### config.mk
export PLATFORM = sky130hd
export DESIGN_NAME = memory_port_arbiter
export DESIGN_NICKNAME = d
export VERILOG_FILES = /design/src/rtl/memory_port_arbiter.sv
export SDC_FILE = /design/constraint.sdc
export NUM_CORES = 1
export LEC_CHECK = 0
export BUFFER_PORTS_ARGS = -buffer_cell sky130_fd_sc_hd__buf_2
export CAP_MARGIN = 20
export CORE_AREA = 2 2 108 110
export DETAILED_ROUTE_END_ITERATION = 6
export DIE_AREA = 0 0 110 112
export HOLD_SLACK_MARGIN = 0.05
export PLACE_DENSITY = 0.69
export SLEW_MARGIN = 20
export SYNTH_ARGS = -nofsm -noshare
export SYNTH_HDL_FRONTEND = slang
export SYNTH_SLANG_ARGS = --single-unit
### constraint.sdc
create_clock -name clock -period 1.66 [get_ports clock]
set_input_delay 0.332 -clock clock [delete_from_list [all_inputs] [get_ports clock]]
set_output_delay 0.332 -clock clock [all_outputs]
set_load 0.03 [all_outputs]
### src/rtl/memory_port_arbiter.sv
// Arbitrates instruction fetches and data loads/stores onto one shared memory port,
// with one transaction outstanding and a starvation guard for the fetch side.
module memory_port_arbiter #(
    parameter int DATA_WIDTH       = 32,
    parameter int STARVATION_LIMIT = 4
) (
    input  logic                  clock,
    input  logic                  reset_n,

    input  logic                  inst_request,
    input  logic [DATA_WIDTH-1:0] inst_address,
    output logic                  inst_address_ok,
    output logic                  inst_data_ok,
    output logic [DATA_WIDTH-1:0] inst_read_data,

    input  logic                  data_request,
    input  logic                  data_write,
    input  logic [3:0]            data_byte_enable,
    input  logic [DATA_WIDTH-1:0] data_address,
    input  logic [DATA_WIDTH-1:0] data_write_data,
    output logic                  data_address_ok,
    output logic                  data_data_ok,
    output logic [DATA_WIDTH-1:0] data_read_data,

    output logic                  mem_request,
    output logic                  mem_write,
    output logic [3:0]            mem_byte_enable,
    output logic [DATA_WIDTH-1:0] mem_address,
    output logic [DATA_WIDTH-1:0] mem_write_data,
    input  logic                  mem_address_ok,
    input  logic                  mem_data_ok,
    input  logic [DATA_WIDTH-1:0] mem_read_data
);

    localparam int SW = $clog2(STARVATION_LIMIT + 2);
    localparam logic [SW-1:0] STARVE_MAX = SW'(STARVATION_LIMIT);

    typedef enum logic [1:0] {ST_IDLE, ST_ISSUE, ST_WAIT} state_t;
    typedef enum logic {OWN_INST, OWN_DATA} owner_t;

    state_t                r_state;
    owner_t                r_owner;
    logic [SW-1:0]         r_starve;
    logic                  r_mem_write;
    logic [3:0]            r_mem_byte_enable;
    logic [DATA_WIDTH-1:0] r_mem_address;
    logic [DATA_WIDTH-1:0] r_mem_write_data;

    logic w_idle;
    logic w_starved;
    logic w_grant_data;
    logic w_grant_inst;
    logic w_complete;

    assign w_idle       = (r_state == ST_IDLE);
    assign w_starved    = inst_request && (r_starve == STARVE_MAX);
    assign w_grant_data = w_idle && data_request && !w_starved;
    assign w_grant_inst = w_idle && inst_request && !w_grant_data;
    assign w_complete   = (r_state == ST_WAIT) && mem_data_ok;

    always_ff @(posedge clock or negedge reset_n) begin
        if (!reset_n) begin
            r_state           <= ST_IDLE;
            r_owner           <= OWN_INST;
            r_starve          <= '0;
            r_mem_write       <= 1'b0;
            r_mem_byte_enable <= '0;
            r_mem_address     <= '0;
            r_mem_write_data  <= '0;
        end else begin
            unique case (r_state)
                ST_IDLE: begin
                    if (w_grant_data) begin
                        r_state           <= ST_ISSUE;
                        r_owner           <= OWN_DATA;
                        r_mem_write       <= data_write;
                        r_mem_byte_enable <= data_byte_enable;
                        r_mem_address     <= data_address;
                        r_mem_write_data  <= data_write_data;
                        // Only a contested data grant counts toward fetch starvation.
                        if (!inst_request)
                            r_starve <= '0;
                        else if (r_starve != STARVE_MAX)
                            r_starve <= r_starve + 1'b1;
                    end else if (w_grant_inst) begin
                        r_state           <= ST_ISSUE;
                        r_owner           <= OWN_INST;
                        r_mem_write       <= 1'b0;
                        r_mem_byte_enable <= '1;
                        r_mem_address     <= inst_address;
                        r_mem_write_data  <= '0;
                        r_starve          <= '0;
                    end
                end
                ST_ISSUE: begin
                    if (mem_address_ok)
                        r_state <= ST_WAIT;
                end
                ST_WAIT: begin
                    if (mem_data_ok)
                        r_state <= ST_IDLE;
                end
                default: r_state <= ST_IDLE;
            endcase
        end
    end

    // Grants are combinational, so gate them with reset to keep outputs quiet in reset.
    assign inst_address_ok = reset_n && w_grant_inst;
    assign data_address_ok = reset_n && w_grant_data;

    assign inst_data_ok    = w_complete && (r_owner == OWN_INST);
    assign data_data_ok    = w_complete && (r_owner == OWN_DATA);
    assign inst_read_data  = inst_data_ok ? mem_read_data : '0;
    assign data_read_data  = data_data_ok ? mem_read_data : '0;

    assign mem_request     = (r_state == ST_ISSUE);
    assign mem_write       = r_mem_write;
    assign mem_byte_enable = r_mem_byte_enable;
    assign mem_address     = r_mem_address;
    assign mem_write_data  = r_mem_write_data;

endmodule

Word-level counts from Yosys, hierarchy flattened. Cells that the tools add are included.

Flip-flop bits (word level): 75. Input port bits: 139. Output and inout bits: 138. Logic and storage cells: 54.

Add/subtract/negate cells: 1. Equality and inequality tests: 8. Muxes and demuxes: 20. Bitwise operators: 1. Reduce and logical (&&, ||, !) cells: 17.

Operator list (number): 2-to-1 mux 32 bit (6); 2-to-1 mux 3 bit (4); logical AND 1 bit (10); 2-to-1 mux 2 bit (4); 2-to-1 mux 4 bit (2); case mux 2 bit (3 select lines) (1); AND reduction 3 bit (2); adder 3 x 1 -> 3 bit, second input constant (1); == test 3 bit, second input constant (1); 2-to-1 mux 1 bit (3); != test 3 x 1 -> 1 bit, second input constant (1); != test 3 x 2 -> 1 bit, second input constant (1); != test 3 bit, second input constant (1); == test 2 x 1 -> 1 bit, second input constant (1); == test 2 bit, second input constant (1); logical NOT 1 bit (2); logical NOT 2 bit (1); != test 2 x 1 -> 1 bit, second input constant (1); != test 2 bit, second input constant (1); AND reduction 2 bit (1); nonzero test 2 bit (1); NOT 1 bit (1).

Depth between registers and ports, before layout. Gate-level depths: netlist of run 1.

Depth after elaboration: 9. Gate-level depth with buffers: 7. Depth with buffers taken out: 5.

Least setup slack after synthesis of run 1. OpenSTA, ideal clock, no wires.

Path kind: reg2out. Start: reg r_starve[0]. End: out inst_address_ok. Data arrival time: 1.586 ns. Path slack: -0.258 ns. Cell stages (with the launch flop): 8. Path buffers: 2. Cells stage by stage: dfrtp_1 inv_1 ha_1 nand3_1 and3_4 buf_6 buf_6 nor3b_2.

Word-level cells in the longest chain between the ends: 7.

Ends and longest elaborated chain: from (decl) (RTL line 43) `logic [SW-1:0] r_starve;`; from (signal assigned) (RTL line 84) `r_starve <= r_starve + 1'b1;`; == test 3 bit (RTL line 56) `assign w_starved = inst_request && (r_starve == STARVE_MAX);`; logical AND 1 bit (RTL line 56); logical NOT 1 bit (RTL line 57) `assign w_grant_data = w_idle && data_request && !w_starved;`; logical AND 1 bit (RTL line 57); logical NOT 1 bit (RTL line 58) `assign w_grant_inst = w_idle && inst_request && !w_grant_data;`; logical AND 1 bit (RTL line 58); logical AND 1 bit (RTL line 109) `assign inst_address_ok = reset_n && w_grant_inst;`; to (decl) (RTL line 12) `output logic inst_address_ok,`.

No other way between the ends.

Final worst setup path of run 1.
Start: reg r_state[0]. End: out inst_read_data[28].

Word-level cells in the longest chain between the ends: 4.

Ends and longest elaborated chain: from (decl) (RTL line 41) `state_t r_state;`; from (signal assigned) (RTL line 63) `r_state <= ST_IDLE;`; from (signal assigned) (RTL line 74) `r_state <= ST_ISSUE;`; from (signal assigned) (RTL line 86) `r_state <= ST_ISSUE;`; == test 2 bit (RTL line 59) `assign w_complete = (r_state == ST_WAIT) && mem_data_ok;`; logical AND 1 bit (RTL line 59); logical AND 1 bit (RTL line 112) `assign inst_data_ok = w_complete && (r_owner == OWN_INST);`; 2-to-1 mux 32 bit (RTL line 114) `assign inst_read_data = inst_data_ok ? mem_read_data : '0;`; to (decl) (RTL line 14) `output logic [DATA_WIDTH-1:0] inst_read_data,`.

No other way between the ends.

==> results.json, run 1 <==
{
  "die_x_um": 110,
  "violations": "setup timing",
  "gp_congestion": 0.884,
  "worst-path-max-fanout": 9,
  "hold_start": "mem_address_ok",
  "synthFlopType": "dfrtp_1",
  "maxCapViolations": 0,
  "port_buffers": 276,
  "vdd_drop_max_uv": 826,
  "drv_slew": 0,
  "start_util_pct": 34.2,
  "crit_path_start": "r_state[0]",
  "hold_path.class": "primary input to flip-flop",
  "crit_type": "flip-flop to output pin",
  "fin_setup_tns_ns": -16.03,
  "finalNetCount": 804,
  "holdPathStages": 2,
  "drive_above_1_share_pct": 60.4,
  "fp.dieH_um": 112,
  "skew_ns": 0.0100,
  "async_flop_share_pct": 100,
  "worstReg2RegStart": "r_starve[0]",
  "cts_buffer_depth": 2,
  "ys_seq_area_share_pct": 49.1,
  "crit_slowest_cell": "dfrtp_1",
  "synth_seq_cells": 75,
  "start_kind": "flip-flop",
  "via_count": 4227,
  "clk_root_buffer_cell": "clkbuf_16",
  "crit_required_ns": 1.33,
  "gr-total-overflow": 0,
  "die-area_sq_um": 12300,
  "core_area_sq_um": 11200,
  "worstPathCellList": "nand2b_4, nor3b_4, buf_6, buf_6, and2_2, buf_6",
  "cts_sinks": 75,
  "synth_area_sq_um": 3820,
  "numCtsBuffers": 9,
  "grt_pass1_vias": 4216,
  "reg2reg_depth": 7,
  "finalPower_w": 0.0112,
  "design.portCount": 277,
  "wl_um": 15100,
  "cp_slowest_stage_delay_ns": 0.40,
  "ant_nets": 0,
  "end_kind": "output pin",
  "drt_iter0_drc": 271,
  "synth_cell_types": 30,
  "rsz0062_at_grt": "yes",
  "fin_crit_sh_pct": 119,
  "final_cell_mix": "buf_2, dfrtp_1, buf_6",
  "grt.total_usage_pct": 23.5,
  "worstPathArrival_ns": 1.64,
  "cts_max_level": 3,
  "timing.fmax_mhz": 508,
  "cts_tree": "yes",
  "grt_pass1_wl_um": 22300,
  "p_leak_nw": 3.39,
  "area_growth_pct": 72.4,
  "tightest_slew_ns": 0.644,
  "final.min_clock_period_ns": 1.97,
  "final_common_cell": "buf_2",
  "grt_max_degree": 52,
  "power.density_nw_per_um2": 1700,
  "path_common_cell": "buf_6",
  "synth-edff-count": 0,
  "slew-limit-headroom_pct": 57.0,
  "status": "finished, violations left",
  "first_pass_iters": 4,
  "rows": 39,
  "wire_per_inst_um": 18.6,
  "ys_warn_count": 0,
  "clk_latency_ns": 0.33,
  "antenna_found_initial": 4,
  "viasPerCell": 5.19,
  "drcViolationCount": 0,
  "clkSlewWorstSetupHoldPaths_ns": 0.06,
  "setup_viol": 68,
  "hold_viol": 0,
  "avgSynthCellArea_sq_um": 10.2,
  "syn_nets": 516,
  "syn_inst": 375,
  "setup_slack_ns": -0.310,
  "hpwlAfterDp_um": 10200
}
[layout make-up]
cell class              count  area (sq um)
inverters                  38           143
repair buffers            314          2250
diodes                      4          10.0
flip-flops and latches     75          1880
clock inverters             6          90.1
fillers                   910          4590
multi-input cells         225          1820
clock buffers               9           225
well taps                 143           179
[sequential cells by signal, indices dropped and copies added (netlist names)]
name	flops
mem_write	1
r_starve	3
mem_byte_enable	4
mem_address	32
r_owner	1
r_state	2
mem_write_data	32
[worst max-delay path, delay by kind of cell (launching register included)]
family	cells	cell delay [ns]
flip-flops	1	0.40
buffers and inverters	3	0.41
AND/OR/NAND/NOR	3	0.50
[synthesized netlist by cell type (2+ instances only)]
library cell / n / area, sq um
a22o_1: 33 / 289
nor3b_2: 2 / 25.0
buf_2: 11 / 55.1
nand2b_1: 2 / 12.5
o22a_1: 4 / 35.0
o2111ai_1: 32 / 280
and2_1: 66 / 413
inv_1: 38 / 143
dfrtp_1: 75 / 1880
ha_1: 2 / 25.0
buf_6: 4 / 45.0
nor2_1: 2 / 7.51
nand2_1: 2 / 7.51
o211ai_1: 32 / 240
clkbuf_1: 21 / 78.8
o21ai_0: 35 / 175
[worst paths after layout]
| check | to | slack (ns) |
|---|---|---|
| min in group asynchronous | r_owner | 0.62 |
| hold / removal | r_state[0] | 0.21 |
| hold reg to reg | mem_byte_enable[3] | 0.48 |
| setup reg to reg | mem_write_data[31] | 0.06 |
| setup / recovery | inst_read_data[28] | -0.31 |
| max in group asynchronous | mem_address[22] | 0.47 |
[where the power goes]
| group | leakage (nW) | switching (W) | internal (W) |
|---|---|---|---|
| registers | 0.936 | 0.000439 | 0.00264 |
| logic | 2.30 | 0.00377 | 0.00227 |
| clock network | 0.152 | 0.000760 | 0.00131 |
[per-stage QoR]
step	util (%)	instances	area, sq um	setup WS [ns]	hold slack (ns)
after global routing	59.0	814	6590	-0.364	0.215
after detailed placement	48.7	780	5440	0.0193	0.374
after CTS	58.0	811	6480	-0.285	0.193
after global placement	48.7	780	5440	0.0839	0.365
after floorplan	-	375	3850	-0.119	0.0364
final	59.0	814	6590	-0.310	0.210
[routing by layer]
metal | vias to the layer above | share of wire [%] | GRT usage [%]
li1 | 1947 | - | -
met4 | 0 | 2.6 | 11.5
met3 | 24 | 5.5 | 4.45
met1 | 2067 | 39 | 27.0
met2 | 189 | 53 | 41.0
met5 | - | 0 | 0
[cells by family after synthesis]
kind of cell	share of synthesized area, %
simple gates	13.8
compound gates	28.0
buf+inv	8.51
fa+ha+maj	0.655
flops	49.1
[repair_timing]
action	4_1_cts	5_1_grt
gates cloned	3	3
setup buffers	12	2
setup endpoints to repair	68	139
pin swaps	20	3
hold buffers	1	0
endpoints found under the hold margin	24	0
resized for setup	195	23
Note: power is estimated with default switching activity, not from simulation.
==> run 2, diff against run 1 <==
--- a/config.mk
+++ b/config.mk
@@ -5,13 +5,14 @@
 export SDC_FILE = /design/constraint.sdc
 export NUM_CORES = 1
 export LEC_CHECK = 0
+export ABC_AREA = 1
 export BUFFER_PORTS_ARGS = -buffer_cell sky130_fd_sc_hd__buf_2
 export CAP_MARGIN = 20
-export CORE_AREA = 2 2 108 110
+export CORE_AREA = 2 2 107 109
 export DETAILED_ROUTE_END_ITERATION = 6
-export DIE_AREA = 0 0 110 112
+export DIE_AREA = 0 0 109 111
 export HOLD_SLACK_MARGIN = 0.05
-export PLACE_DENSITY = 0.69
+export PLACE_DENSITY = 0.73
 export SLEW_MARGIN = 20
 export SYNTH_ARGS = -nofsm -noshare
 export SYNTH_HDL_FRONTEND = slang
==> run 2 against run 1 <==
Net effect:
- largest power group unchanged
- highest routed layer unchanged
- via count increased by 15%
- synthesized cell count rose by 55%
- the run still ends with setup timing left
- critical path type unchanged
- utilization rose by 3.7 points
- combinational power is 10% higher
==> results.json, run 2 <==
{
  "syn_inst": 582,
  "tightest_slew_ns": 0.955,
  "crit_path_end": "inst_read_data[17]",
  "r2r_slack_ns": 0.11,
  "finalNetCount": 1005,
  "place_area_sq_um": 5700,
  "fill_cells": 1008,
  "start_kind": "flip-flop",
  "hold_path.class": "primary input to flip-flop",
  "cts_max_level": 3,
  "clkSlewWorstSetupHoldPaths_ns": 0.06,
  "violations": "setup timing",
  "via_count": 4853,
  "skew_ns": 0.00977,
  "p_leak_nw": 4.08,
  "timing.fmax_mhz": 530,
  "viasPerCell": 4.76,
  "synth_fa_ha_area_share_pct": 0.612,
  "rows": 39,
  "start_util_pct": 36.9,
  "rsz0062_at_grt": "yes",
  "vdd_drop_max_uv": 853,
  "synth-edff-count": 0,
  "ys_seq_area_share_pct": 45.9,
  "first_pass_iters": 4,
  "slew-limit-headroom_pct": 36.3,
  "final_cell_mix": "buf_2, nand2_1, nand3_1",
  "area_growth_pct": 70.0,
  "setup_slack_ns": -0.228,
  "synth_area_leader_cell": "dfrtp_1",
  "power.density_nw_per_um2": 1710,
  "gr-total-overflow": 0,
  "ys_top_cells_by_count": "nand2_1, inv_1, nand3_1",
  "end_kind": "output pin",
  "drv_slew": 0,
  "synth-simple-area-share_pct": 38.0,
  "clk_root_buffer_cell": "clkbuf_16",
  "async_flop_share_pct": 100,
  "crit_slowest_cell": "dfrtp_1",
  "hpwlAfterDp_um": 9890,
  "hold_viol": 0,
  "yosys-top-cells-area": "dfrtp_1, nand3_1, nand2_1",
  "core_area_sq_um": 11100,
  "fp.dieH_um": 111,
  "numCtsBuffers": 9,
  "synth_top_area_share_pct": 45.9,
  "drcViolationCount": 0,
  "gp_congestion": 0.798,
  "synth-compound-area-share_pct": 0.674,
  "worst-path-max-fanout": 16,
  "status": "finished, violations left",
  "crit_type": "flip-flop to output pin",
  "crit_required_ns": 1.33,
  "reg2reg_depth": 10,
  "fin_crit_sh_pct": 114,
  "yosysMostFrequentCell": "nand2_1",
  "maxCapViolations": 0,
  "grt.total_usage_pct": 23.9,
  "finalPower_w": 0.0119,
  "design.portCount": 277,
  "critPathBufInv": 4,
  "wire_per_inst_um": 14.8,
  "ys_warn_count": 0,
  "avgSynthCellArea_sq_um": 7.02,
  "clk_latency_ns": 0.33,
  "synth_cell_types": 19,
  "cts_buffer_depth": 2,
  "grt_pass1_wl_um": 22700,
  "synth_xor_area_share_pct": 0.214,
  "synthFlopType": "dfrtp_1",
  "drive_above_1_share_pct": 45.8,
  "die_x_um": 109,
  "synth_top_family_by_area": "simple AND/OR/NAND/NOR gates",
  "port_buffers": 276,
  "crit_path_start": "r_state[0]",
  "syn_nets": 723,
  "final_common_cell": "buf_2",
  "drt_iter0_drc": 262,
  "r2r_end": "mem_address[23]",
  "fin_area_sq_um": 6950,
  "cp_top_family": "buffers and inverters",
  "cts_sinks": 75,
  "cts_tree": "yes",
  "grt_pass1_vias": 4666,
  "yosys-mux-area-fraction_pct": 0,
  "wl_um": 15100,
  "synth_seq_cells": 75,
  "final.min_clock_period_ns": 1.89,
  "synth_area_sq_um": 4090,
  "die-area_sq_um": 12100,
  "ant_nets": 0,
  "antenna_found_initial": 7,
  "cp_num_cells": 7,
  "setup_viol": 67,
  "grt_max_degree": 76,
  "cp_slowest_stage_delay_ns": 0.39,
  "worstPathCellList": "inv_2, nand3_4, nor2_4, inv_4, buf_16, nor2_1, buf_4",
  "worstPathArrival_ns": 1.56,
  "worstReg2RegStart": "r_starve[1]"
}
==> run 2: metrics by stage <==
step / TNS (ns) / utilization, % / worst slack, ns / hold WS, ns / std cells
floorplan: -21.41 / - / -0.348 / 0.0364 / 582
finish: -11.54 / 62.7 / -0.228 / 0.190 / 1019
CTS: -12.12 / 60.5 / -0.201 / 0.179 / 1010
global route: -16.05 / 62.7 / -0.291 / 0.198 / 1018
global placement: 0 / 51.5 / 0.0866 / 0.472 / 978
detailed placement: 0 / 51.5 / 0.0696 / 0.479 / 978
==> run 2: cell type report <==
cell class                 count  area (sq um)  area share (%)
antenna                        7          17.5           0.252
clock inverter                 5          58.8           0.847
clock buffer                  11           253            3.64
sequential                    75          1880            27.0
inverter                     105           402            5.78
multi-input combinational    361          1910            27.5
timing repair buffer         312          2250            32.3
tap                          143           179            2.58
==> run 2: report_power, final <==
group | internal, W | leakage, nW | total (W) | switching, W
combinational | 0.00224 | 3.00 | 0.00667 | 0.00443
sequential | 0.00272 | 0.934 | 0.00320 | 0.000481
clock | 0.00125 | 0.148 | 0.00199 | 0.000745
==> run 2: worst register-to-register path: stages, from the launching register on <==
cell and delay [ns]:
dfrtp_1 0.38, inv_2 0.08, ha_4 0.14, nand3_4 0.08, nand3_4 0.14, buf_12 0.12, buf_6 0.16, buf_6 0.16
nand2_1 0.05, nand3_1 0.08, nand2_1 0.05
==> run 2: metal layers <==
metal / up-vias / GRT usage [%] / wire length, um
li1: 2371 / - / -
met1: 2232 / 26.6 / 5560
met2: 205 / 41.3 / 7680
met3: 45 / 4.53 / 1070
met4: 0 / 14.4 / 784
met5: - / 0 / 0
==> run 2: cells by family (layout without fill, tap and decap cells) <==
group / count (synthesis) / in the layout
AND/OR/NAND/NOR: 353 / 353
flip-flops: 75 / 75
buffers and inverters: 146 / 433
other: 0 / 7
adder cells (fa/ha/maj): 2 / 2
XOR/XNOR: 1 / 1
AO/OA/AOI/OAI: 5 / 5
==> run 2: repair_timing <==
item	in CTS	in global routing
cloned	4	3
pin swaps	8	2
hold buffers	0	0
endpoints found under the setup margin	66	132
buffers inserted	13	3
resized for setup	165	49
==> run 2: worst min path at each step <==
stage,endpoint,from,cells past startpoint
finish,mem_write_data[15],data_write_data[15],3
global route,mem_write_data[6],data_write_data[6],3
CTS,mem_write_data[15],data_write_data[15],3
detailed placement,mem_byte_enable[3],mem_byte_enable[3],2
global placement,mem_byte_enable[3],mem_byte_enable[3],2
floorplan,mem_address[0],reset_n,0
==> run 3, diff against run 2 <==
--- a/config.mk
+++ b/config.mk
@@ -13,6 +13,7 @@
 export DIE_AREA = 0 0 109 111
 export HOLD_SLACK_MARGIN = 0.05
 export PLACE_DENSITY = 0.73
+export RECOVER_POWER = 25
 export SLEW_MARGIN = 20
 export SYNTH_ARGS = -nofsm -noshare
 export SYNTH_HDL_FRONTEND = slang
==> constraint.sdc (replaced) <==
create_clock -name clock -period 1.66 [get_ports clock]
set_input_delay 0.166 -clock clock [delete_from_list [all_inputs] [get_ports clock]]
set_output_delay 0.166 -clock clock [all_outputs]
set_load 0.03 [all_outputs]
==> run 3 against run 2 <==
Net effect:
- the run still ends with setup timing left
- hold slack got worse by 0.14 ns
- final cell count rose by 4.2%
- total power rose by 9.3%
- routed wire length rose by 16%
- via count rose by 6.0%
- fmax rose by 5.6%
- clock power rose by 8%
- die area did not move
==> results.json, run 3 (same netlist as run 2, synthesis figures left out) <==
{
  "final_common_cell": "buf_2",
  "drv_slew": 0,
  "worstPathArrival_ns": 1.62,
  "cts_sinks": 75,
  "wire_per_inst_um": 16.5,
  "crit_type": "flip-flop to output pin",
  "violations": "setup timing",
  "port_buffers": 276,
  "multi_input_area_sq_um": 2020,
  "hpwlAfterDp_um": 9850,
  "wl_um": 17500,
  "drive_above_1_share_pct": 47.8,
  "power.density_nw_per_um2": 1700,
  "crit_required_ns": 1.49,
  "rows": 39,
  "tightest_slew_ns": 1.05,
  "hold_path.class": "primary input to flip-flop",
  "hold_viol": 0,
  "place_area_sq_um": 5730,
  "grt_pass1_wl_um": 25100,
  "design.portCount": 277,
  "fin_area_sq_um": 7610,
  "dp_slack_ns": 0.104,
  "gp_congestion": 0.892,
  "start_kind": "flip-flop",
  "via_count": 5143,
  "cts_buffer_depth": 2,
  "setup_viol": 68,
  "die-area_sq_um": 12100,
  "setup_slack_ns": -0.127,
  "slew-limit-headroom_pct": 30.2,
  "clk_root_buffer_cell": "clkbuf_16",
  "gr-total-overflow": 0,
  "numCtsBuffers": 9,
  "seqCellArea_sq_um": 1880,
  "cts_tree": "yes",
  "clk_latency_ns": 0.33,
  "skew_ns": 0.0101,
  "grt_pass1_vias": 4918,
  "drcViolationCount": 0,
  "grt.total_usage_pct": 26.5,
  "fin_crit_sh_pct": 108,
  "status": "finished, violations left",
  "clkSlewWorstSetupHoldPaths_ns": 0.06,
  "rsz0062_at_grt": "yes",
  "fp.dieH_um": 111,
  "worst-path-max-fanout": 16,
  "start_util_pct": 36.9,
  "ant_nets": 0,
  "cts_max_level": 3,
  "p_leak_nw": 4.33,
  "grt_max_degree": 76,
  "finalNetCount": 1049,
  "core_area_sq_um": 11100,
  "end_kind": "output pin",
  "finalPower_w": 0.0130,
  "hold_slack_ns": 0.0459,
  "fill_cells": 829,
  "antenna_found_initial": 6,
  "vdd_drop_max_uv": 1030,
  "viasPerCell": 4.84,
  "area_growth_pct": 86.3,
  "first_pass_iters": 4,
  "drt_iter0_drc": 363,
  "maxCapViolations": 0,
  "die_x_um": 109,
  "final.min_clock_period_ns": 1.79,
  "final_cell_mix": "buf_2, nand2_1, inv_1",
  "timing.fmax_mhz": 560
}
[run 3: worst max-delay path: stages, from the launching register on]
cell and delay, ns:
dfrtp_1 0.39, inv_2 0.10, nand3_4 0.10, nor2_4 0.15, inv_4 0.09, buf_16 0.17
nor2_2 0.14, buf_6 0.15
[run 3: repair_timing]
item / 4_1_cts / 5_1_grt
resized for setup: 173 / 90
buffers inserted: 18 / 6
pin swaps: 6 / 17
hold buffers: 31 / 0
endpoints found under the setup margin: 66 / 121
hold endpoints to repair: 105 / 0
cloned: 4 / 5
[run 3: worst paths after layout]
check	start	to	slack, ns	cells past startpoint
min in group asynchronous	reset_n	r_starve[1]	0.73	3
worst min-delay path	data_write_data[26]	mem_write_data[26]	0.05	3
max in group asynchronous	reset_n	r_state[1]	0.22	3
worst min register to register	mem_byte_enable[3]	mem_byte_enable[3]	0.49	2
worst max-delay path	r_state[0]	data_read_data[17]	-0.13	7
worst max register to register	r_state[0]	mem_write_data[28]	0.04	9
[run 3: metal layers]
| metal | routed length [um] | vias up | track usage, % |
|---|---|---|---|
| met5 | 0 | - | 0 |
| met4 | 628 | 0 | 13.4 |
| met3 | 1360 | 49 | 6.82 |
| met2 | 9000 | 253 | 44.8 |
| met1 | 6500 | 2388 | 30.5 |
| li1 | - | 2453 | - |
[run 3: cell type report]
cell class              instances  share of cell area, %
flip-flops and latches         75                   24.7
clock buffers                  11                   3.19
clock inverters                 5                   1.12
repair buffers                356                   36.6
diodes                          6                  0.197
well taps                     143                   2.35
inverters                     105                   5.28
multi-input cells             361                   26.6
[run 3: power by group]
part           internal (W)  total (W)  switching [W]
Combinational       0.00277    0.00754        0.00477
Sequential          0.00272    0.00329       0.000566
Clock               0.00137    0.00214       0.000772
Total               0.00685     0.0130        0.00611
[run 3: stage by stage]
stage          util, %  cells  TNS (ns)
5_1_grt           68.7   1062     -8.10
4_1_cts           64.3   1047     -1.77
2_1_floorplan        -    582    -10.89
3_3_place_gp      51.7    978         0
6_report          68.7   1062     -4.45
3_5_place_dp      51.7    978         0
